**config.mk**
```make
export PLATFORM = sky130hd
export DESIGN_NAME = if_fetch_unit
export DESIGN_NICKNAME = d
export VERILOG_FILES = /design/src/rtl/if_fetch_unit_pkg.sv /design/src/rtl/if_inst_queue.sv /design/src/rtl/if_fetch_unit.sv
export SDC_FILE = /design/constraint.sdc
export NUM_CORES = 1
export LEC_CHECK = 0
export ABC_AREA = 1
export BUFFER_PORTS_ARGS = -buffer_cell sky130_fd_sc_hd__buf_2
export CORE_ASPECT_RATIO = 0.75
export CORE_MARGIN = 5
export CORE_UTILIZATION = 58
export DETAILED_ROUTE_END_ITERATION = 16
export HOLD_SLACK_MARGIN = 0.12
export PLACE_DENSITY = 0.83
export SLEW_MARGIN = 20
export SYNTH_ARGS = -nofsm -noshare
export SYNTH_HDL_FRONTEND = slang
export SYNTH_HIERARCHICAL = 1
export SYNTH_SLANG_ARGS = --single-unit
```
**constraint.sdc**
```tcl
create_clock -name clk -period 3.1 [get_ports clk]
set_input_delay 0.155 -clock clk [delete_from_list [all_inputs] [get_ports clk]]
set_output_delay 0.155 -clock clk [all_outputs]
set_load 0.005 [all_outputs]
```
**src/rtl/if_fetch_unit_pkg.sv**
```systemverilog
// Shared widths, reset fetch address and instruction-queue payload for the fetch front end.
package if_fetch_unit_pkg;

  localparam int unsigned XLEN = 64;
  localparam int unsigned ILEN = 32;

  localparam logic [XLEN-1:0] PC_START_DEFAULT = 64'h0000_0000_8000_0000;
  localparam logic [XLEN-1:0] PC_STEP          = 64'd4;
  localparam logic [XLEN-1:0] PC_ALIGN_MASK    = ~64'd3;

  typedef struct packed {
    logic [XLEN-1:0] pc;
    logic [ILEN-1:0] inst;
  } fetch_entry_t;

endpackage

```
**src/rtl/if_inst_queue.sv**
```systemverilog
// Circular FIFO of {pc, inst} entries between the fetch response path and decode.
module if_inst_queue
  import if_fetch_unit_pkg::*;
#(
  parameter int unsigned DEPTH = 2,
  parameter int unsigned CNT_W = $clog2(DEPTH + 1)
) (
  input  logic             clk,
  input  logic             rst_n,
  input  logic             push,
  input  logic             pop,
  input  logic             flush,
  input  fetch_entry_t     wr_data,
  output fetch_entry_t     head,
  output logic [CNT_W-1:0] count,
  output logic             empty,
  output logic             full
);

  localparam int unsigned PTR_W = $clog2(DEPTH);

  fetch_entry_t     mem [DEPTH];
  logic [PTR_W-1:0] wr_ptr;
  logic [PTR_W-1:0] rd_ptr;
  logic             do_push;
  logic             do_pop;

  assign empty   = (count == '0);
  assign full    = (count == CNT_W'(DEPTH));
  assign do_push = push && !full;
  assign do_pop  = pop && !empty;
  assign head    = mem[rd_ptr];

  // Storage is cleared on reset so an empty queue presents zero head data.
  always_ff @(posedge clk or negedge rst_n) begin
    if (!rst_n) begin
      for (int unsigned i = 0; i < DEPTH; i++) mem[i] <= '0;
    end else if (do_push && !flush) begin
      mem[wr_ptr] <= wr_data;
    end
  end

  always_ff @(posedge clk or negedge rst_n) begin
    if (!rst_n) begin
      wr_ptr <= '0;
      rd_ptr <= '0;
      count  <= '0;
    end else if (flush) begin
      wr_ptr <= '0;
      rd_ptr <= '0;
      count  <= '0;
    end else begin
      if (do_push) wr_ptr <= wr_ptr + PTR_W'(1);
      if (do_pop)  rd_ptr <= rd_ptr + PTR_W'(1);
      unique case ({do_push, do_pop})
        2'b10:   count <= count + CNT_W'(1);
        2'b01:   count <= count - CNT_W'(1);
        default: ;
      endcase
    end
  end

endmodule

```
**src/rtl/if_fetch_unit.sv**
```systemverilog
// Instruction fetch front end: credit-limited imem requests, response queue, redirect flush.
// Optional IF_PERF_CNT_EN adds fetch/drop/stall performance counters.
module if_fetch_unit
  import if_fetch_unit_pkg::*;
#(
  parameter logic [XLEN-1:0] PC_START    = PC_START_DEFAULT,
  parameter int unsigned     QUEUE_DEPTH = 2
) (
  input  logic            clk,
  input  logic            rst_n,
  output logic            imem_req_valid,
  input  logic            imem_req_ready,
  output logic [XLEN-1:0] imem_req_addr,
  input  logic            imem_resp_valid,
  input  logic [ILEN-1:0] imem_resp_data,
  input  logic            redirect_valid,
  input  logic [XLEN-1:0] redirect_pc,
  output logic            inst_valid,
  input  logic            inst_ready,
  output logic [XLEN-1:0] inst_pc,
  output logic [ILEN-1:0] inst
`ifdef IF_PERF_CNT_EN
  ,
  output logic [XLEN-1:0] perf_fetch_cnt,
  output logic [XLEN-1:0] perf_drop_cnt,
  output logic [XLEN-1:0] perf_stall_cnt
`endif
);

  localparam int unsigned CNT_W = $clog2(QUEUE_DEPTH + 1);
  localparam int unsigned SUM_W = CNT_W + 1;

  logic [XLEN-1:0]  fetch_pc;
  logic [XLEN-1:0]  resp_pc;
  logic [XLEN-1:0]  redirect_target;
  logic [CNT_W-1:0] outstanding;
  logic [CNT_W-1:0] outstanding_next;
  logic [CNT_W-1:0] drop_cnt;
  logic [CNT_W-1:0] q_count;
  logic [SUM_W-1:0] credit_used;
  logic             fetch_en;
  logic             req_fire;
  logic             resp_drop;
  logic             push;
  logic             pop;
  logic             q_empty;
  logic             q_full;
  fetch_entry_t     q_wr;
  fetch_entry_t     q_head;

  assign redirect_target = redirect_pc & PC_ALIGN_MASK;
  assign credit_used     = SUM_W'(q_count) + SUM_W'(outstanding);

  // Queue slots are reserved at request time, so a response always has room.
  assign imem_req_valid = fetch_en && !redirect_valid
                       && (credit_used < SUM_W'(QUEUE_DEPTH))
                       && ((drop_cnt == '0) || (outstanding < CNT_W'(QUEUE_DEPTH)));
  assign imem_req_addr  = fetch_pc;
  assign req_fire       = imem_req_valid && imem_req_ready;

  assign resp_drop  = imem_resp_valid && (redirect_valid || (drop_cnt != '0));
  assign push       = imem_resp_valid && !resp_drop;
  assign pop        = inst_valid && inst_ready && !redirect_valid;
  assign q_wr       = {resp_pc, imem_resp_data};
  assign inst_valid = !q_empty;
  assign inst_pc    = q_head.pc;
  assign inst       = q_head.inst;

  always_comb begin
    outstanding_next = outstanding;
    unique case ({req_fire, imem_resp_valid})
      2'b10:   outstanding_next = outstanding + CNT_W'(1);
      2'b01:   outstanding_next = outstanding - CNT_W'(1);
      default: ;
    endcase
  end

  // Redirect wins: restart both PCs and drop whatever is still in flight.
  always_ff @(posedge clk or negedge rst_n) begin
    if (!rst_n) begin
      fetch_en    <= 1'b0;
      fetch_pc    <= PC_START;
      resp_pc     <= PC_START;
      outstanding <= '0;
      drop_cnt    <= '0;
    end else begin
      fetch_en    <= 1'b1;
      outstanding <= outstanding_next;
      if (redirect_valid) begin
        fetch_pc <= redirect_target;
        resp_pc  <= redirect_target;
        drop_cnt <= outstanding_next;
      end else begin
        if (req_fire) fetch_pc <= fetch_pc + PC_STEP;
        if (push)     resp_pc  <= resp_pc + PC_STEP;
        if (imem_resp_valid && (drop_cnt != '0)) drop_cnt <= drop_cnt - CNT_W'(1);
      end
    end
  end

  if_inst_queue #(
    .DEPTH (QUEUE_DEPTH),
    .CNT_W (CNT_W)
  ) u_queue (
    .clk     (clk),
    .rst_n   (rst_n),
    .push    (push),
    .pop     (pop),
    .flush   (redirect_valid),
    .wr_data (q_wr),
    .head    (q_head),
    .count   (q_count),
    .empty   (q_empty),
    .full    (q_full)
  );

  a_no_push_full: assert property (@(posedge clk) disable iff (!rst_n) !(push && q_full));

`ifdef IF_PERF_CNT_EN
  always_ff @(posedge clk or negedge rst_n) begin
    if (!rst_n) begin
      perf_fetch_cnt <= '0;
      perf_drop_cnt  <= '0;
      perf_stall_cnt <= '0;
    end else begin
      if (push)                    perf_fetch_cnt <= perf_fetch_cnt + XLEN'(1);
      if (resp_drop)               perf_drop_cnt  <= perf_drop_cnt + XLEN'(1);
      if (inst_valid && !inst_ready) perf_stall_cnt <= perf_stall_cnt + XLEN'(1);
    end
  end
`endif

endmodule

```
# Word level (Yosys, flattened, before mapping)

Index checks and enable logic that the tools add are counted.

Register bits after elaboration: 329
Bits of input ports: 102
Output and inout bits: 162
Logic and storage cells: 81

Add/sub/neg operators: 10
Order comparisons: 5
Equality and inequality tests: 5
Multiplexer cells: 19
Bitwise operators: 2
Reduce and logical (&&, ||, !) cells: 28

Operators with widths:

| operator                                                    | count |
|---|---|
| two-way mux 96 bit                                          | 4 |
| two-way mux 64 bit                                          | 4 |
| bitwise mux 192 bit                                         | 1 |
| adder 64 x 3 -> 64 bit (second input constant)              | 2 |
| demux 96 bit (select 1 bit)                                 | 1 |
| logical AND 1 bit                                           | 13 |
| nonzero test 2 bit                                          | 6 |
| case mux 2 bit (2 select lines)                             | 2 |
| equality test 2 bit (second input constant)                 | 3 |
| two-way mux 2 bit                                           | 3 |
| subtractor 2 x 1 -> 2 bit (second input constant)           | 3 |
| adder 2 x 1 -> 2 bit (second input constant)                | 2 |
| equality test 2 x 1 -> 1 bit (second input constant)        | 2 |
| >= comparator 2 bit (second input constant)                 | 2 |
| logical NOT 1 bit                                           | 4 |
| logical NOT 2 bit                                           | 2 |
| two-way mux 1 bit                                           | 4 |
| NOT 1 -> 2 bit                                              | 2 |
| adder 2 x 2 -> 3 bit                                        | 1 |
| less-than comparator 3 x 2 -> 1 bit (second input constant) | 1 |
| nonzero test 3 bit                                          | 1 |
| adder 1 bit (second input constant)                         | 2 |
| logical OR 1 bit                                            | 2 |
| less-than comparator 2 x 1 -> 1 bit (second input constant) | 1 |
| less-than comparator 2 bit (second input constant)          | 1 |

# Longest topological paths before layout

Gate-level depths: netlist of the first run.

Depth after elaboration: 9
Depth in mapped cells: 16
Mapped depth without buffers: 15

# Modules after synthesis

Netlist of the first run, hierarchy kept.

Modules (own cells, without submodules):

| module        | instances | cells each | area each (µm²) | seq. area each (µm²) |
|---|---|---|---|---|
| if_fetch_unit | 1         | 1489       | 9620.5          | 3230.6 |
| if_inst_queue | 1         | 1060       | 8983.6          | 4904.7 |

# Worst setup path before layout of the first run

No wires, ideal clock.

Path kind: register to register
Start: register u_queue.count[0]
End: register drop_cnt[1]
Library setup time: 126 ps
Data arrival time: 2509 ps
Required time: 2974 ps
Path slack: 465 ps
Stages on the path, launching flop included: 17
Buffers on the path: 1
Clock period less this slack: 2635 ps
Cells stage by stage: dfrtp_1 -> nand2_1 -> inv_1 -> fa_1 -> nor2_1 -> nand2_1 -> nor3_2 -> nand2_2 -> clkbuf_1 -> ha_1 -> a21oi_1 -> o21ai_0 -> xnor2_1 -> nand2_1 -> o21ai_0 -> nand2_1 -> o21ai_0

Cells in the longest elaborated chain, start to end: 8
Elaborated cells between the ends (all ways): 9
Classes of those cells: add/sub: 1; order compare: 1; eq/ne: 2; mux: 2; reduce/logical: 3

RTL lines:

| what                                                                       | RTL line            | source |
|---|---|---|
| start, declared                                                            | if_inst_queue.sv:15 | `output logic [CNT_W-1:0] count,` |
| start signal, assigned                                                     | if_inst_queue.sv:56 | `2'b10: count <= count + CNT_W'(1);` |
| start signal, assigned                                                     | if_inst_queue.sv:57 | `2'b01: count <= count - CNT_W'(1);` |
| adder 2 x 2 -> 3 bit *                                                     | if_fetch_unit.sv:52 | `assign credit_used = SUM_W'(q_count) + SUM_W'(outstanding);` |
| less-than comparator 3 x 2 -> 1 bit *                                      | if_fetch_unit.sv:56 | `&& (credit_used < SUM_W'(QUEUE_DEPTH))` |
| logical AND 1 bit *                                                        | if_fetch_unit.sv:56 |  |
| logical AND 1 bit *                                                        | if_fetch_unit.sv:57 | `&& ((drop_cnt == '0) \|\| (outstanding < CNT_W'(QUEUE_DEPTH)));` |
| named net imem_req_valid                                                   | if_fetch_unit.sv:11 | `output logic imem_req_valid,` |
| logical AND 1 bit *                                                        | if_fetch_unit.sv:59 | `assign req_fire = imem_req_valid && imem_req_ready;` |
| equality test 2 x 1 -> 1 bit / equality test 2 bit (equally long branches) | if_fetch_unit.sv:71 | `unique case ({req_fire, imem_resp_valid})` |
| case mux 2 bit (2 select lines) *                                          | if_fetch_unit.sv:71 |  |
| named net outstanding_next[1]                                              | if_fetch_unit.sv:37 | `logic [CNT_W-1:0] outstanding_next;` |
| two-way mux 2 bit *                                                        | if_fetch_unit.sv:89 | `if (redirect_valid) begin` |
| end signal, assigned                                                       | if_fetch_unit.sv:92 | `drop_cnt <= outstanding_next;` |
| end signal, assigned                                                       | if_fetch_unit.sv:96 | `if (imem_resp_valid && (drop_cnt != '0)) drop_cnt <= drop_cnt - CNT_W'(1);` |
| end, declared                                                              | if_fetch_unit.sv:38 | `logic [CNT_W-1:0] drop_cnt;` |

Mark *: on every way through the listed nets, which the timed path passes. The rest lies on a longest branch.
A chain may end at the register's enable or synchronous reset.

# Worst setup path in the final report of the first run

Start: register u_queue.count[0]
End: register fetch_pc[24], in the netlist imem_req_addr[24]

Cells in the longest elaborated chain, start to end: 6

RTL lines:

| what                                | RTL line            | source |
|---|---|---|
| adder 2 x 2 -> 3 bit                | if_fetch_unit.sv:52 |  |
| less-than comparator 3 x 2 -> 1 bit | if_fetch_unit.sv:56 |  |
| logical AND 1 bit                   | if_fetch_unit.sv:56 |  |
| logical AND 1 bit                   | if_fetch_unit.sv:57 |  |
| logical AND 1 bit                   | if_fetch_unit.sv:59 |  |
| nonzero test 2 bit (no source line) | --                  |  |
| end signal, assigned                | if_fetch_unit.sv:90 | `fetch_pc <= redirect_target;` |
| end signal, assigned                | if_fetch_unit.sv:94 | `if (req_fire) fetch_pc <= fetch_pc + PC_STEP;` |
| end, declared                       | if_fetch_unit.sv:33 | `logic [XLEN-1:0] fetch_pc;` |

No other way between the ends.

==> impl_metrics.yaml, run 1 <==
worst_setup_path:
  reg2reg_setup_slack_ns: 0.49
  critical_path.max_stage_delay_ns: 0.57
  worstSetupPathType: "reg2reg"
  critPathLaunchType: "flop"
  top_cell_family_by_delay_on_the_critical_path: "buffers and inverters"
  endpoint_kind: "flop"
  top_cell_by_count_worst_path: "nand2_1"
  cp.required_ns: 3.56
  r2r-start: "u_queue/count[0]"
  critical_path_arrival_ns: 3.07
  rr_endpoint: "imem_req_addr[24]"
  reg2regPathDepth: 13
  cell_chain_critical_path: "nand2_1 > inv_1 > fa_1 > nor2_1 > nand2_1 > nor3_2 > nand2_2 > buf_4 > nand2_1 > inv_2 > nand2_1 > nand2_1 > o21bai_1"
  critPathSlowestCell: "inv_2"
  timing.critical_path.fanout_max: 37
  cp.buffers_inverters: 3
sta:
  grt_setup_unrepaired: "false"
  fin_skew_ns: 0.0300
  maxSlewViolCount: 0
  period_minus_slack_ns: 2.61
  slew_headroom_pct: 50.9
  highest_clock_frequency_the_design_can_meet_mhz: 383
  layout_worst_path_cycle_share_pct: 84.3
  report.final.setup_viol: 0
  worstMarginPinSlew_ns: 0.735
  final-hold-violation-count: 0
  hold-worst-slack_ns: 0.203
  fin_ws_ns: 0.486
  totalNegativeSetupSlack_ns: 0
cts:
  clk_pin_slew_worst_paths_ns: 0.06
  clock_tree_from_tritoncts: "built"
  clockBufferDepth: 3
  cts_buf_count: 34
  cts.hold.buffers_added: 98
  cts_repair_resize_count: 0
  clock_insertion_delay_worst_skew_ns: 0.55
  post-cts-setup-buffer-count: 0
  ctsRootBufferMaster: "clkbuf_16"
  h-tree-depth: 2
  sink_count: 325
synth:
  post_synth.cell_area_avg_sq_um: 7.30
  syn_inst: 2548
  synthesis.area_sq_um: 18600
  synth-warning-count: 6
outcome:
  outcome: "finished clean"
drt:
  routed-via-count: 18798
  via_per_inst: 5.69
  drt_iter0_drc: 2547
  drcViolationCount: 0
  wl_per_cell_um: 18.6
  drt_pass1_iterations: 6
  ant_nets: 0
  routed_wirelength_mm: 61.5
layout:
  layout_cell_share_with_drive_strength_beyond_1_pct: 17.5
  layout-area-overhead-vs-synth_pct: 19.2
  layout.nets: 2975
  nFillCells: 2468
  final_cell_count_without_fillers: 3302
grt:
  globalRouteOverflowTotal: 0
  first_global_vias: 17973
  globalRouteTotalUtil_pct: 33.9
  wire_length_of_the_first_global_routing_pass_mm: 96.9
  grt_antenna_before_repair: 2
  grt_start_max_net_pins: 99
floorplanning:
  dieArea_sq_um: 35800
  row_count: 56
  die_x_um: 217
  fp.coreArea_sq_um: 31500
  initial_core_util_pct: 59.1
  die_span_y_um: 165
  io_pins: 264
placement:
  placed_cells_incl_taps: 3140
  numPortBuffers: 259
  routabilityCongestion: 0.958
  placement.setup.worst_slack_ns: 0.537
  hpwlAfterDp_mm: 42.4
power:
  max-vdd-ir-drop_mv: 0.359
  power.static_leakage_uw: 0.0111
  p_per_area_nw_per_um2: 680
job:
  drv.max_cap_violation_count: 0
worst_hold_path:
  worst_hold_path_type: "in2async"
[metal layers]
layer	up-vias	share of wire (%)	GRT usage [%]
met3	158	12	7.34
li1	8696	-	-
met2	1103	44	51.7
met5	-	0	0
met1	8841	42	48.9
met4	0	3.2	10.9
[worst reg2reg max path, cell delays in order, from the launching register on]
cell      delay [ns]
dfrtp_1         0.45
nand2_1         0.10
inv_1           0.05
fa_1            0.47
nor2_1          0.04
nand2_1         0.08
nor3_2          0.05
nand2_2         0.06
buf_4           0.22
nand2_1         0.13
inv_2           0.57
nand2_1         0.10
nand2_1         0.10
o21bai_1        0.12
[placed cells by master (no fill, tap or decap), types with 3 or more instances in the layout]
master         instances
nor2_4                14
buf_12                 9
buf_4                 12
nand2_4                3
o21ai_2               86
nor3_2                 3
a21oi_1               26
clkinv_2               4
o21ai_1              108
conb_1                 5
inv_2                 22
ha_1                   4
nand2_2                9
xnor2_1               17
a31oi_1                3
nand3_2                6
nor2_1               209
o21bai_1              14
buf_2                258
nand2_1             1014
o221ai_1               4
dfrtp_1              322
and2_1                 3
diode_2                3
nand3_1              106
o21ai_0               55
xor2_1                43
nand4_1               45
nor2_2                24
dlygate4sd3_1         98
o211ai_1              34
clkbuf_1              12
inv_1                241
clkbuf_16             34
clkbuf_8               8
nor3_1                14
[area by class of cell]
cell class	count	area [sq um]	area share, %
repair buffers	378	2560	11.5
multi-input cells	1865	8880	40.1
flip-flops and latches	325	8140	36.7
well taps	406	508	2.29
inverters	264	991	4.47
diodes	3	7.51	0.0339
clock inverters	7	76.3	0.344
clock buffers	54	1010	4.54
[per-stage QoR]
step | utilization (%) | instance area [sq um] | total power [uW]
6_report | 70.5 | 22200 | 15100
5_1_grt | 70.4 | 22200 | 16000
4_1_cts | 70.4 | 22200 | 15000
3_5_place_dp | 63.9 | 20100 | 10800
3_3_place_gp | 63.9 | 20100 | 10600
2_1_floorplan | - | 18600 | 8990
[registers in the layout, summed over array words and instances (netlist names)]
signal,flops
u_queue/wr_ptr,1
u_queue/count,2
fetch_en,1
outstanding,2
u_queue/rd_ptr,1
resp_pc,62
imem_req_addr,62
drop_cnt,2
u_queue/mem,192
[power by group]
group	total [uW]	switching [uW]	internal, uW	leakage, uW
combinational	4430	2620	1810	0.00643
sequential	6610	1120	5490	0.00415
clock	4040	1770	2260	0.000533
total	15100	5510	9560	0.0111
[how the worst max path moves through the flow]
stage	start	end	slack, ns	cells past startpoint
after floorplan	u_queue/count[0]	drop_cnt[1]	0.46	16
after global placement	u_queue/count[0]	imem_req_addr[41]	0.59	14
after detailed placement	u_queue/count[0]	drop_cnt[1]	0.54	15
after global routing	u_queue/count[0]	drop_cnt[1]	0.23	15
after CTS	u_queue/count[0]	imem_req_addr[24]	0.50	13
final	u_queue/count[0]	imem_req_addr[24]	0.49	13
Power figures use the tool's default switching activity.
==> run 2: changes to the inputs <==
CORE_UTILIZATION = 53   (was 58)
PLACE_DENSITY = 0.8   (was 0.83)
clock period = 2.12 ns   (was 3.1 ns; I/O delays follow)
==> run 2 against run 1 <==
  * The flow now finishes with violations (setup timing)
  * Sequential power increased by 46%
  * Clock skew decreased by 0.010 ns
  * Maximum frequency up 10%
  * Sequential share of layout area decreased by 2.5 points
  * Clock power increased by 60%
  * Flip-flop and latch count did not move
  * Die area rose by 8.9%
  * Setup slack worse by 0.74 ns
  * Critical path type unchanged
  * Largest cell class unchanged
  * Largest power group unchanged
==> impl_metrics.yaml, run 2 (same netlist as run 1, synthesis figures left out) <==
grt:
  globalRouteTotalUtil_pct: 32.4
  first_global_vias: 17838
  wire_length_of_the_first_global_routing_pass_mm: 99.2
  grt_start_max_net_pins: 97
  globalRouteOverflowTotal: 0
  grt_antenna_before_repair: 4
floorplanning:
  die_x_um: 226
  dieArea_sq_um: 39000
  fp.coreArea_sq_um: 34700
  io_pins: 264
  initial_core_util_pct: 53.6
  die_span_y_um: 172
  row_count: 59
drt:
  drt_iter0_drc: 2188
  wl_per_cell_um: 19.2
  drcViolationCount: 0
  drt_pass1_iterations: 9
  ant_nets: 0
  via_per_inst: 5.57
  routed-via-count: 19118
  routed_wirelength_mm: 65.9
outcome:
  violations: "setup timing"
  outcome: "finished, violations left"
sta:
  slew_headroom_pct: 56.2
  fin_ws_ns: -0.251
  grt_setup_unrepaired: "true"
  final-hold-violation-count: 0
  layout_worst_path_cycle_share_pct: 112
  totalNegativeSetupSlack_ns: -10.60
  maxSlewViolCount: 0
  fin_skew_ns: 0.0196
  worstMarginPinSlew_ns: 0.657
  highest_clock_frequency_the_design_can_meet_mhz: 422
  report.final.setup_viol: 67
  period_minus_slack_ns: 2.37
worst_setup_path:
  reg2reg_setup_slack_ns: -0.25
  worstSetupPathType: "reg2reg"
  endpoint_kind: "flop"
  reg2regPathDepth: 15
  critical_path_arrival_ns: 2.83
  timing.critical_path.fanout_max: 2
  critPathLaunchType: "flop"
  cp.required_ns: 2.58
cts:
  clock_tree_from_tritoncts: "built"
  clockBufferDepth: 3
  cts_buf_count: 35
  clock_insertion_delay_worst_skew_ns: 0.54
  ctsRootBufferMaster: "clkbuf_16"
  sink_count: 325
  h-tree-depth: 2
  clk_pin_slew_worst_paths_ns: 0.07
power:
  power.static_leakage_uw: 0.0119
  p_per_area_nw_per_um2: 986
  max-vdd-ir-drop_mv: 0.779
layout:
  layout_cell_share_with_drive_strength_beyond_1_pct: 21.7
  layout.nets: 3052
  layout-area-overhead-vs-synth_pct: 27.7
  largest_reg_flops: 192
  layout.cells.most_common_list: "nand2_1 (990), dfrtp_1 (322), buf_2 (257)"
  layout.cells.most_common: "nand2_1"
  max_flop_register: "u_queue/mem"
  final_core_utilization_pct: 68.5
placement:
  routabilityCongestion: 0.990
  placement.setup.worst_slack_ns: -0.281
  numPortBuffers: 259
  hpwlAfterDp_mm: 45.9
job:
  drv.max_cap_violation_count: 0
worst_hold_path:
  worst_hold_path_type: "in2async"
[run 2: cell count changes in the layout (fill, tap and decap cells not counted), moves of 9 or more]
cell | previous run | this run
nand2_2 | 9 | 22
buf_12 | 9 | 27
nand2_1 | 1014 | 990
nand2_4 | 3 | 14
o21ai_0 | 55 | 35
nand3_2 | 6 | 18
buf_4 | 12 | 43
o21ai_1 | 108 | 119
nand3_1 | 106 | 94
buf_6 | 0 | 10
o21ai_2 | 86 | 95
[run 2: layout make-up]
class,count,area (sq um)
fill,2795,10900
multi-input combinational,1866,9180
sequential,325,8140
timing repair buffer,452,3620
clock buffer,53,1060
inverter,264,1020
tap,457,572
clock inverter,11,150
timing repair inverter,1,11.3
antenna,3,7.51
[run 2: timing repair]
item                                   4_1_cts  5_1_grt
endpoints found under the hold margin      502        0
setup buffers                               12       10
setup endpoints to repair                   66      114
cloned                                       8        6
resized for setup                           43       86
pin swaps                                    7       15
hold buffers                                99        0
[run 2: per-stage QoR]
step           cells  total power (uW)  hold slack [ns]  area, sq um
2_1_floorplan   2551             13200           -0.190        18600
3_3_place_gp    3232             15900            0.134        20600
3_5_place_dp    3232             16200            0.148        20600
4_1_cts         3414             23100            0.187        23300
5_1_grt         3431             24800            0.205        23800
6_report        3432             23400            0.155        23800
[run 2: path summary, 6_finish.rpt]
check                                        start               end
worst max-delay path                outstanding[0]       drop_cnt[1]
worst min-delay path                         rst_n   u_queue/mem[25]
worst max register to register      outstanding[0]       drop_cnt[1]
worst min register to register     u_queue/mem[34]   u_queue/mem[34]
max in group asynchronous                    rst_n       resp_pc[52]
min in group clk                imem_resp_data[11]  u_queue/mem[107]
[run 2: critical path: stages (launching register included)]
cell and delay (ns):
dfrtp_1 0.38, nand2_1 0.07, inv_1 0.04, fa_1 0.42, nor2_1 0.11, nand2_1 0.08
nor3_2 0.18, nand2_2 0.12, ha_4 0.24, a21oi_2 0.12, o21ai_2 0.09, xnor2_2 0.17
nand2_1 0.07, o21ai_1 0.08, nand2_1 0.07, o21ai_1 0.07
[run 2: layer usage]
| layer | global-route usage, % | routed length, um |
|---|---|---|
| met1 | 46.5 | 27800 |
| met2 | 49.5 | 29300 |
| met3 | 7.20 | 6710 |
| met4 | 9.99 | 2060 |
| met5 | 0 | 13 |
[run 2: where the power goes]
| part | internal (uW) | switching (uW) |
|---|---|---|
| registers | 8030 | 1610 |
| clock network | 3860 | 2610 |
| logic | 3130 | 4190 |
| total | 15000 | 8410 |
